==> src/rtl/cache_flush_reader.sv <==
// cache_flush_reader: walks every set/way of the system cache issuing aliased line reads to force write-back.
// Optional CACHE_FLUSH_CYCLE_COUNTER_EN adds cycles_out, a saturating count of busy cycles.
module cache_flush_reader #(
    parameter int NUM_WAYS        = 4,
    parameter int LINE_SIZE_LOG   = 6,
    parameter int CACHE_SIZE      = 65536,
    parameter int ADDR_W          = 63,
    parameter int MAX_OUTSTANDING = 16,
    localparam int WAY_W    = $clog2(NUM_WAYS),
    localparam int NUM_SETS = CACHE_SIZE >> (LINE_SIZE_LOG + WAY_W),
    localparam int SET_W    = $clog2(NUM_SETS),
    localparam int COUNT    = NUM_SETS * NUM_WAYS,
    localparam int CNT_W    = $clog2(COUNT) + 1
) (
    input  logic              ap_clk,
    input  logic              areset,
    input  logic              start_in,
    input  logic [ADDR_W-1:0] base_address_in,
    output logic              req_valid_out,
    input  logic              req_ready_in,
    output logic [ADDR_W-1:0] req_addr_out,
    input  logic              resp_valid_in,
    input  logic              resp_error_in,
    output logic              resp_ready_out,
    output logic              busy_out,
    output logic              done_out,
    output logic              error_out,
    output logic [CNT_W-1:0]  issued_count_out
`ifdef CACHE_FLUSH_CYCLE_COUNTER_EN
    ,
    output logic [31:0]       cycles_out
`endif
);
    localparam int OUT_W = $clog2(MAX_OUTSTANDING) + 1;

    typedef enum logic [1:0] {IDLE, ISSUE, DRAIN, DONE} state_t;

    state_t            state, state_n;
    logic [ADDR_W-1:0] base, base_n, addr_n;
    logic [CNT_W-1:0]  cnt_n;
    logic [OUT_W-1:0]  outstanding, out_n;
    logic              valid_n, err_n, done_n, req_fire, resp_take, start_ok;

    // Set-major walk: low counter bits pick the way (stride CACHE_SIZE/NUM_WAYS), high bits the set.
    function automatic logic [ADDR_W-1:0] flush_addr(input logic [ADDR_W-1:0] b, input logic [CNT_W-1:0] c);
        logic [ADDR_W-1:0] cw;
        cw = ADDR_W'(c);
        return b + ((cw >> WAY_W) << LINE_SIZE_LOG) + ((cw & ADDR_W'(NUM_WAYS - 1)) << (LINE_SIZE_LOG + SET_W));
    endfunction

    assign busy_out       = state == ISSUE || state == DRAIN;
    assign resp_ready_out = busy_out;
    assign req_fire       = req_valid_out && req_ready_in;
    assign resp_take      = resp_valid_in && resp_ready_out;
    assign start_ok       = start_in && (state == IDLE || state == DONE);

    always_ff @(posedge ap_clk or posedge areset) begin
        if (areset) begin
            state            <= IDLE;
            base             <= '0;
            issued_count_out <= '0;
            outstanding      <= '0;
            req_valid_out    <= 1'b0;
            req_addr_out     <= '0;
            error_out        <= 1'b0;
            done_out         <= 1'b0;
        end else begin
            state            <= state_n;
            base             <= base_n;
            issued_count_out <= cnt_n;
            outstanding      <= out_n;
            req_valid_out    <= valid_n;
            req_addr_out     <= addr_n;
            error_out        <= err_n;
            done_out         <= done_n;
        end
    end

    always_comb begin
        state_n = state;
        base_n  = base;
        cnt_n   = issued_count_out;
        valid_n = req_valid_out;
        addr_n  = req_addr_out;
        done_n  = done_out;
        err_n   = error_out || (resp_take && resp_error_in);
        // A response alongside a request handshake nets to zero; a stray response never underflows.
        out_n   = (req_fire && !resp_take) ? outstanding + 1'b1 :
                  (!req_fire && resp_take && outstanding != '0) ? outstanding - 1'b1 : outstanding;
        case (state)
            IDLE, DONE: if (start_ok) begin
                state_n = ISSUE;
                base_n  = base_address_in;
                cnt_n   = '0;
                out_n   = '0;
                err_n   = 1'b0;
                done_n  = 1'b0;
                valid_n = 1'b1;
                addr_n  = base_address_in;
            end
            ISSUE: if (req_fire) begin
                cnt_n   = issued_count_out + 1'b1;
                addr_n  = flush_addr(base, issued_count_out + 1'b1);
                state_n = issued_count_out == CNT_W'(COUNT - 1) ? DRAIN : ISSUE;
                valid_n = issued_count_out != CNT_W'(COUNT - 1) && out_n < OUT_W'(MAX_OUTSTANDING);
            end else begin
                valid_n = out_n < OUT_W'(MAX_OUTSTANDING);
            end
            DRAIN: if (out_n == '0) begin
                state_n = DONE;
                done_n  = 1'b1;
            end
            default: state_n = IDLE;
        endcase
    end

`ifdef CACHE_FLUSH_CYCLE_COUNTER_EN
    always_ff @(posedge ap_clk or posedge areset) begin
        if (areset)
            cycles_out <= '0;
        else if (start_ok)
            cycles_out <= '0;
        else if (busy_out && cycles_out != '1)
            cycles_out <= cycles_out + 1'b1;
    end
`endif
endmodule
==> config.mk <==
export PLATFORM = sky130hd
export DESIGN_NAME = cache_flush_reader
export DESIGN_NICKNAME = d
export VERILOG_FILES = /design/src/rtl/cache_flush_reader.sv
export SDC_FILE = /design/constraint.sdc
export NUM_CORES = 1
export LEC_CHECK = 0
export CELL_PAD_IN_SITES_DETAIL_PLACEMENT = 2
export CELL_PAD_IN_SITES_GLOBAL_PLACEMENT = 2
export CORE_UTILIZATION = 30
export DETAILED_ROUTE_END_ITERATION = 10
export PLACE_DENSITY_LB_ADDON = 0.15
export SETUP_SLACK_MARGIN = 0.2
export SYNTH_ARGS = -nofsm -noshare
export SYNTH_HDL_FRONTEND = slang
export SYNTH_SLANG_ARGS = --single-unit
==> constraint.sdc <==
create_clock -name ap_clk -period 4.35 [get_ports ap_clk]
set_input_delay 0.435 -clock ap_clk [delete_from_list [all_inputs] [get_ports ap_clk]]
set_output_delay 0.435 -clock ap_clk [all_outputs]
set_load 0.01 [all_outputs]
==> impl_results.md <==
* CTS buffer count at 17
* Remaining antenna violation count at 0
* Clk_lat worst skew at 420 ps
* Worst Tran Pin Value at approximately 1200 ps
* Max stage delay on crit path at 480 ps
* CTS resizes at 1
* Crit Path Max Fanout at 20
* Total wire length at between 20000 and 30000 um
* Die W at around 170 um
* Minimum clock period at 3870 ps
* PD cells at 376 nW/um^2
* Vias in the first global route at 7894
* Post-Synthesis Cells at 845
* Sum of negative setup slack at 0 ps
* Unrepaired setup endpoints after global routing: false
* Clock Path Buffers at 2
* First DRT Iteration DRCs at 270
* Placed inst area at 9950 um^2
* Hold_sp: req_addr_out[18]
* Sequential area share after synthesis at 45.5%
* Post-route clock period utilization at 89.1%
* Total power at roughly 4.0 mW
* Starting Density at 30.8%
* RR Startpoint: issued_count_out[0]
* Ports placed on the boundary at between 100 and 150
* Asr flop ratio synth at 100%
* P_leak at 4.43 nW
* Hold crit path type: flip-flop to flip-flop
* Multi-input logic area at 4180 um^2
* Area delta synth->final at 30.5%
* Reg2reg setup slack at about 480 ps
* Drc violations at 12
* Critical path type: flip-flop to flip-flop
* Fillers at around 2800
* Worst Setup End Kind: flip-flop
* Crit-path cells: ha_1, nand3_1, nor2_4, nand4_1, xnor2_1, fa_1, inv_1, ha_1, nand3_1, a211oi_2, a21boi_1, buf_4, or3_1, o41a_1, nand2_1
* Critical path data arrival time at 4240 ps
* Seq cells post-synth at roughly 150
* Critical Path Start Type: flip-flop
* Reg2reg path depth at 15
* Layout Utilization at slightly above 40%
* Mapped Nets at 940
* Via count at 7088
* Max Cap Viol at 0
* Post-route cell area at 10500 um^2
* First-pass GRT wire length at 44700 um
* Final setup skew at 13.9 ps
* Grt total ovfl at 0
* Outcome: complete, but fails checks
* Failing checks: DRC
* Largest net degree at the start of global routing at 148
* DR vias/cell at between 5 and 6
* Post-DP HPWL at 18600 um
* Drt pass-1 iters at 7
* Max Slew Vio Count at 0
* Wire per inst at 20.8 um
* Sequential Area at about 3700 um^2
* Hold Path End: req_addr_out[18]
* Ys Warns at 0
* Rel. slew slack at 21.6%
* RePlAce Congestion at 0.771
* Die ar. at 27600 um^2
* TritonCTS clock tree: built
* Peak supply drop at 0.201 mV
* Non-filler cells, final at 1326
* Synth Flop Type: dfrtp_1
* CP max-delay cell: fa_1
* Worst path required time at 4710 ps
* Hold path depth at 1
* Number of flops mapped to enable cells by yosys at 0
* Cell Area, Synth at 8080 um^2
* Post-Syn Area per Cell at 9.56 um^2
* Fmax at 258 MHz
* Clock Tree Root: clkbuf_16
* Cts hold-fix bufs at 0
* Antenna violations before repair at 0
* Vert. Die Dim at 166 um
* Final #Nets at 1073
* GRT Util Overall at 20.6%
* H-tree depth at 4
* Clock-pin slew on the worst setup and hold paths at 70 ps
* Synth unique cells at 54
* Fin. Hold Viols at 0
* Core ar. at between 20000 and 30000 um^2
* Crit Reg-Reg Endpoint: req_addr_out[62]
* # rows at 59
* Post-CTS Setup Bufs at 0
* Final setup viols at 0
* # placed instances at 1294
* Clock sinks at about 150
* Port Buf Inserts at 147
* Layout cells sized above 1 at 11.7%
==> power breakdown <==
part / internal (mW) / switching, mW
sequential: 1.48 / 0.114
combinational: 0.422 / 0.454
clock: 0.862 / 0.635
==> routing by layer <==
metal / wire (um) / global-route usage (%) / part of all wire, %
met1: 12900 / 27.3 / 47
met2: 13600 / 35.6 / 49
met3: 817 / 3.05 / 3.0
met4: 241 / 3.82 / 0.87
met5: 0 / 0 / 0
==> worst max path at each step <==
| stage | from | end | slack (ps) | cells after the start |
|---|---|---|---|---|
| detailed placement | issued_count_out[0] | req_addr_out[62] | 200 | 15 |
| CTS | issued_count_out[0] | req_addr_out[62] | 290 | 15 |
| finish | issued_count_out[0] | req_addr_out[62] | 480 | 15 |
| global route | issued_count_out[0] | req_addr_out[62] | 220 | 15 |
| global placement | issued_count_out[0] | req_addr_out[62] | 400 | 15 |
| floorplan | issued_count_out[0] | req_addr_out[27] | 540 | 15 |
==> worst max-delay path: cells and delay by family (launching register included) <==
family                     cells  cell delay, ps
and+or+nand+nor                6            1100
adders and majority gates      3            1050
AOI/OAI and AO/OA              3             770
DFF                            1             430
buffers and inverters          2             280
xor gates and xnor gates       1             180
==> per-stage QoR <==
step	hold slack (ps)	setup WS (ps)
after floorplan	480	545
after global placement	467	405
after detailed placement	469	204
after CTS	490	292
after global routing	508	218
final	488	475
==> registers in the layout, summed over array words and instances, names as in the netlist <==
register	flops
done_out	1
issued_count_out	11
outstanding	5
state	2
req_valid_out	1
req_addr_out	63
error_out	1
base	63
==> cells in the final DEF (no fill, tap or decap), types with 31 or more instances in the layout <==
master           netlist  final
nand2_1               60     60
nand3_1               37     37
mux2_2                56     56
a21oi_1               93     93
nor2_1                72     70
clkdlybuf4s50_1        0    147
xnor2_1               45     45
o21ai_0               42     41
dfrtp_1              147    146
o22ai_1               31     31
==> synthesized netlist by cell type (4+ instances only) <==
master	n	area, um^2
o21ai_0	42	210
or4_1	7	52.6
nor2_1	72	270
a31oi_1	4	25.0
ha_1	24	300
o211ai_1	7	52.6
a22o_1	5	43.8
dfrtp_1	147	3680
and3_1	22	138
nor3_1	7	35.0
nand3_1	37	185
or3_1	8	50.1
nand4_1	9	56.3
nor4_1	11	68.8
a211oi_1	13	97.6
nand2_1	60	225
and4_1	5	43.8
o22ai_1	31	194
xor2_1	4	35.0
mux2i_1	9	90.1
a21oi_1	93	465
clkbuf_1	44	165
a21o_1	7	52.6
inv_1	21	78.8
mux2_2	56	631
nand2b_1	7	43.8
xnor2_1	45	394
and2_1	5	31.3
==> cells by family after synthesis <==
kind of cell	count (synthesis)	synth area share (%)
and+or+nand+nor	262	16.1
AOI/OAI and AO/OA	226	16.6
DFF	147	45.5
buffers and inverters	70	3.31
muxes	65	8.92
xor gates and xnor gates	49	5.31
adders and majority gates	26	4.21
==> final cells by class <==
| type | instances | area share (%) |
|---|---|---|
| Inverter | 21 | 0.783 |
| Antenna cell | 1 | 0.0237 |
| Sequential cell | 147 | 34.9 |
| Clock inverter | 11 | 1.23 |
| Multi-Input combinational cell | 628 | 39.6 |
| Clock buffer | 20 | 4.24 |
| Tap cell | 335 | 3.98 |
| Timing Repair Buffer | 163 | 15.2 |
(Power assumes the default switching activity.)
